$ cat src/rtl/taylor_engine_arbiter.sv
// Round-robin arbiter sharing one Taylor-series cosine engine between N requesters.
// Holds the granted angle on the engine, sequences start/ready, and returns a tagged result.
module taylor_engine_arbiter #(
  parameter int W       = 24,
  parameter int N       = 4,
  parameter int IDW     = 2,
  parameter int TIMEOUT = 64
) (
  input  logic             clk_i,
  input  logic             rst_ni,
  input  logic [N-1:0]     req_valid_i,
  input  logic [N*W-1:0]   req_angle_i,
  output logic [N-1:0]     req_ready_o,
  output logic             resp_valid_o,
  output logic [IDW-1:0]   resp_id_o,
  output logic [W-1:0]     resp_data_o,
  output logic             resp_error_o,
  output logic             busy_o,
  output logic             eng_start_o,
  output logic [W-1:0]     eng_angle_o,
  input  logic             eng_ready_i,
  input  logic [W-1:0]     eng_result_i,
  output logic [2:0]       state_o
);

  localparam int CW = $clog2(TIMEOUT + 1);
  localparam int NW = (N > 1) ? $clog2(N) : 1;

  typedef enum logic [2:0] {
    S_IDLE      = 3'd0,
    S_LAUNCH    = 3'd1,
    S_WAIT_CLR  = 3'd2,
    S_WAIT_DONE = 3'd3,
    S_RESPOND   = 3'd4,
    S_RELEASE   = 3'd5
  } state_e;

  state_e         state_q;
  logic [IDW-1:0] rr_ptr_q;
  logic [IDW-1:0] id_q;
  logic [W-1:0]   eng_angle_q;
  logic           eng_start_q;
  logic [CW-1:0]  cnt_q;
  logic [CW-1:0]  cnt_d;
  logic           timeout_hit;
  logic           resp_valid_q;
  logic [IDW-1:0] resp_id_q;
  logic [W-1:0]   resp_data_q;
  logic           resp_error_q;

  logic           gnt_found;
  logic [IDW-1:0] gnt_id;
  logic [NW-1:0]  idx;
  logic [W-1:0]   gnt_angle;

  // Search starts one past the last winner, so the last winner comes last.
  always_comb begin
    gnt_found = 1'b0;
    gnt_id    = '0;
    idx       = '0;
    for (int k = 1; k <= N; k++) begin
      idx = NW'((int'(rr_ptr_q) + k) % N);
      if (!gnt_found && req_valid_i[idx]) begin
        gnt_found = 1'b1;
        gnt_id    = IDW'(idx);
      end
    end
  end

  assign gnt_angle   = req_angle_i[int'(gnt_id)*W +: W];
  assign req_ready_o = (rst_ni && state_q == S_IDLE && gnt_found)
                       ? ({{(N-1){1'b0}}, 1'b1} << gnt_id) : '0;

  assign cnt_d       = cnt_q + 1'b1;
  assign timeout_hit = (cnt_d >= CW'(TIMEOUT));

  always_ff @(posedge clk_i or negedge rst_ni) begin
    if (!rst_ni) begin
      state_q      <= S_IDLE;
      rr_ptr_q     <= IDW'(N - 1);
      id_q         <= '0;
      eng_angle_q  <= '0;
      eng_start_q  <= 1'b0;
      cnt_q        <= '0;
      resp_valid_q <= 1'b0;
      resp_id_q    <= '0;
      resp_data_q  <= '0;
      resp_error_q <= 1'b0;
    end else begin
      eng_start_q  <= 1'b0;
      resp_valid_q <= 1'b0;
      case (state_q)
        S_IDLE: begin
          if (gnt_found) begin
            eng_angle_q <= gnt_angle;
            id_q        <= gnt_id;
            rr_ptr_q    <= gnt_id;
            eng_start_q <= 1'b1;
            state_q     <= S_LAUNCH;
          end
        end
        S_LAUNCH: begin
          cnt_q   <= '0;
          state_q <= S_WAIT_CLR;
        end
        // A done level left over from the previous job must drop before we trust ready.
        S_WAIT_CLR: begin
          cnt_q <= cnt_d;
          if (timeout_hit) begin
            resp_valid_q <= 1'b1;
            resp_id_q    <= id_q;
            resp_data_q  <= '0;
            resp_error_q <= 1'b1;
            state_q      <= S_RESPOND;
          end else if (!eng_ready_i) begin
            state_q <= S_WAIT_DONE;
          end
        end
        S_WAIT_DONE: begin
          cnt_q <= cnt_d;
          if (eng_ready_i) begin
            resp_valid_q <= 1'b1;
            resp_id_q    <= id_q;
            resp_data_q  <= eng_result_i;
            resp_error_q <= 1'b0;
            state_q      <= S_RESPOND;
          end else if (timeout_hit) begin
            resp_valid_q <= 1'b1;
            resp_id_q    <= id_q;
            resp_data_q  <= '0;
            resp_error_q <= 1'b1;
            state_q      <= S_RESPOND;
          end
        end
        S_RESPOND: begin
          eng_start_q <= 1'b1;
          state_q     <= S_RELEASE;
        end
        S_RELEASE: begin
          state_q <= S_IDLE;
        end
        default: begin
          state_q <= S_IDLE;
        end
      endcase
    end
  end

  assign resp_valid_o = resp_valid_q;
  assign resp_id_o    = resp_id_q;
  assign resp_data_o  = resp_data_q;
  assign resp_error_o = resp_error_q;
  assign busy_o       = (state_q != S_IDLE);
  assign eng_start_o  = eng_start_q;
  assign eng_angle_o  = eng_angle_q;
  assign state_o      = state_q;

endmodule

$ cat config.mk
export PLATFORM = sky130hd
export DESIGN_NAME = taylor_engine_arbiter
export DESIGN_NICKNAME = d
export VERILOG_FILES = /design/src/rtl/taylor_engine_arbiter.sv
export SDC_FILE = /design/constraint.sdc
export NUM_CORES = 1
export LEC_CHECK = 0
export BUFFER_PORTS_ARGS = -buffer_cell sky130_fd_sc_hd__buf_2
export CAP_MARGIN = 25
export CORE_UTILIZATION = 47
export CTS_BUF_LIST = sky130_fd_sc_hd__clkbuf_8
export CTS_CLUSTER_DIAMETER = 50
export DETAILED_ROUTE_END_ITERATION = 10
export HOLD_SLACK_MARGIN = 0.15
export PLACE_DENSITY = 0.83
export SLEW_MARGIN = 20
export SYNTH_ARGS = -nofsm -noshare
export SYNTH_HDL_FRONTEND = slang
export SYNTH_SLANG_ARGS = --single-unit
$ cat constraint.sdc
create_clock -name clk_i -period 2.9 [get_ports clk_i]
set_clock_uncertainty 0.2 [all_clocks]
set_input_delay 0.145 -clock clk_i [delete_from_list [all_inputs] [get_ports clk_i]]
set_output_delay 0.145 -clock clk_i [all_outputs]
set_load 0.01 [all_outputs]
==> impl_metrics.json <==
{
  "first_global_vias": 4596,
  "worst_slew_pin_slew_ps": 769,
  "grt_max_degree": 48,
  "synthesis.area_per_instance_sq_um": 9.86,
  "track_usage": 0.378,
  "dominantRegCellSynth": "dfrtp_1",
  "cts_inserted_buffers": 9,
  "detail_route.first_pass.iterations": 5,
  "place.port_buffers": 187,
  "drive_gt1_frac": 0.354,
  "routedWlPerCell_microns": 19.4,
  "leakagePower_nw": 2.87,
  "relSlewSlack": 0.488,
  "layout.filler_cells": 425,
  "syn_area_sq_um": 3560,
  "clock_path_buffers": 2,
  "fp.dieW_microns": 89.0,
  "rsz_0062_raised_after_global_routing": "false",
  "cts_tree": "yes",
  "drv_cap": 0,
  "worstHoldPathType": "in2reg",
  "synth_edf_count": 0,
  "run_status": "finished, final reports clean",
  "clock_tree.root_cell": "clkbuf_8",
  "syn_to_final_growth_pct": 68.7,
  "crit_type": "reg2reg",
  "slew_violations": 0,
  "die-height_microns": 89.0,
  "final_cell_mix": "buf_2 (187), dlygate4sd3_1 (124), dfrtp_1 (65), nor2_1 (40), and3_1 (29)",
  "synthDominantCellAreaShare": 0.457,
  "place_congestion": 0.863,
  "period_minus_slack_ps": 2750,
  "worstPathMaxFanout": 30,
  "initialDrtViolationCount": 297,
  "initial_core_utilization": 0.488,
  "final_net_count": 790,
  "number_of_placed_instances_taps_included": 626,
  "arrival_ps": 2800,
  "fmax_ghz": 0.363,
  "synth-warning-count": 0,
  "die_area_sq_um": 7930,
  "ys_seq_elements": 67,
  "ir_worst_vdd_mv": 0.465,
  "cp-start-kind": "flip-flop",
  "post_layout_nonfiller_instances": 767,
  "synth.net_count": 489,
  "detail-route-antenna-nets": 0,
  "detail_route.wirelength_mm": 14.9,
  "min_period_over_period": 0.949,
  "total_overflow_reported_by_the_global_router": 0,
  "cp.required_ps": 2950,
  "setup_viol": 0,
  "seq_area_frac_synth": 0.472,
  "yosysUniqueCellTypes": 43,
  "fin_tns_setup_ps": 0,
  "numClockSinks": 67,
  "drcViolationCount": 0,
  "first_pass_grt_wire_length_mm": 22.2,
  "post_cts.repair.setup_buffers": 0,
  "path_clk_slew_ps": 90,
  "ys_top_cells_by_area": "dfrtp_1 (46%), a21boi_0 (5.5%), a22o_1 (5.4%)",
  "synthesis.instances": 361,
  "post-synth-top-area-cell": "dfrtp_1",
  "worstSetupEndpointType": "flip-flop",
  "power-per-cell-area_nw_per_um2": 896,
  "place.detailed.hpwl_mm": 7.64,
  "synthArstFlopShare": 1.00,
  "viasPerCell": 5.93,
  "worstSkewPairLatency_ps": 330,
  "fp.coreArea_sq_um": 7290,
  "cts.htree.levels": 3,
  "vias": 4546,
  "layout.cells.most_common": "buf_2",
  "floorplan.rows": 31,
  "final_hold_viol_count": 0,
  "antenna_found_initial": 2,
  "io_pins": 188
}
-- path summary, 6_finish.rpt --
| check | startpoint | to | slack (ps) | cells after the start |
|---|---|---|---|---|
| worst max-delay path | rr_ptr_q[1]$_DFFE_PN1P_ | eng_angle_o[13]$_DFFE_PN0P_ | 150 | 7 |
| worst min-delay path | req_valid_i[0] | eng_start_o$_DFF_PN0_ | 200 | 4 |
| worst max register to register | rr_ptr_q[1]$_DFFE_PN1P_ | eng_angle_o[13]$_DFFE_PN0P_ | 150 | 7 |
| worst min register to register | resp_data_o[9]$_DFFE_PN0N_ | resp_data_o[9]$_DFFE_PN0N_ | 310 | 1 |
| max in group asynchronous | rst_ni | resp_id_o[0]$_DFFE_PN0N_ | 1320 | 3 |
| min in group asynchronous | rst_ni | state_o[1]$_DFFE_PN0P_ | 220 | 2 |
-- kinds of logic (layout without fill, tap and decap cells) --
family / Yosys count / after routing / synth area share
compound gates: 155 / 155 / 0.308
xor+xnor: 2 / 2 / 0.00703
fa+ha+maj: 1 / 1 / 0.00351
buf+inv: 39 / 345 / 0.0587
flops: 67 / 67 / 0.472
mux: 8 / 8 / 0.0257
other cells: 0 / 1 / 0
simple gates: 89 / 89 / 0.126
-- repair_timing --
action                                  4_1_cts  5_1_grt
hold buffers                                124        0
endpoints found under the setup margin        0        9
hold endpoints to repair                     85        0
gates resized for setup                       0        3
-- metal layers --
| layer | vias up | track usage | part of all wire |
|---|---|---|---|
| met5 | - | 0 | 0.00087 |
| met4 | 2 | 0.251 | 0.062 |
| met3 | 100 | 0.102 | 0.099 |
| met2 | 366 | 0.648 | 0.48 |
| met1 | 2137 | 0.413 | 0.35 |
| li1 | 1941 | - | - |
-- synth_stat cells, drive strengths merged (7+ instances only) --
master,instances
dfrtp,65
nor2,41
o21ai,36
and3,31
a21boi,26
a31oi,26
a22o,25
a22oi,24
buf,22
clkbuf,10
nand2,9
a21oi,7
inv,7
-- worst max-delay path, cell delays in order, from the launching register on --
cell and delay (ps):
dfstp_2 660, mux2i_1 250, a2bb2oi_2 190, buf_6 230, and3_1 220, o21ai_0 120
dlygate4sd3_1 580, a31oi_1 210
-- cell type report --
| class | instances | area [sq um] | area share |
|---|---|---|---|
| antenna | 1 | 2.50 | 0.000417 |
| clock buffer | 10 | 138 | 0.0229 |
| clock inverter | 6 | 73.8 | 0.0123 |
| inverter | 7 | 28.8 | 0.00479 |
| multi-input combinational | 255 | 1690 | 0.281 |
| sequential | 67 | 1680 | 0.280 |
| tap | 99 | 124 | 0.0206 |
| timing repair buffer | 322 | 2280 | 0.379 |
-- sequential cells by signal, summed over array words and instances (netlist names) --
name / flops
id_q: 2
eng_start_o: 1
resp_data_o: 24
eng_angle_o: 24
cnt_q: 7
resp_valid_o: 1
resp_error_o: 1
state_o: 3
resp_id_o: 2
rr_ptr_q: 2
-- power breakdown --
part	total, W	internal, W	leakage (nW)	switching [W]
logic	0.00285	0.00134	1.96	0.00151
registers	0.00172	0.00138	0.808	0.000342
clock network	0.000817	0.000430	0.101	0.000388
-- metrics by stage --
| stage | hold slack, ps | power, W | cell area (sq um) | setup slack (ps) | util |
|---|---|---|---|---|---|
| finish | 200 | 0.00539 | 6010 | 147 | 0.824 |
| global placement | 54.1 | 0.00386 | 4550 | 852 | 0.624 |
| floorplan | -351 | 0.00314 | 3560 | 843 | - |
| global route | 214 | 0.00568 | 6010 | 68.6 | 0.824 |
| CTS | 164 | 0.00516 | 6000 | 267 | 0.823 |
| detailed placement | 62.9 | 0.00395 | 4550 | 799 | 0.624 |
(Power assumes the default switching activity.)
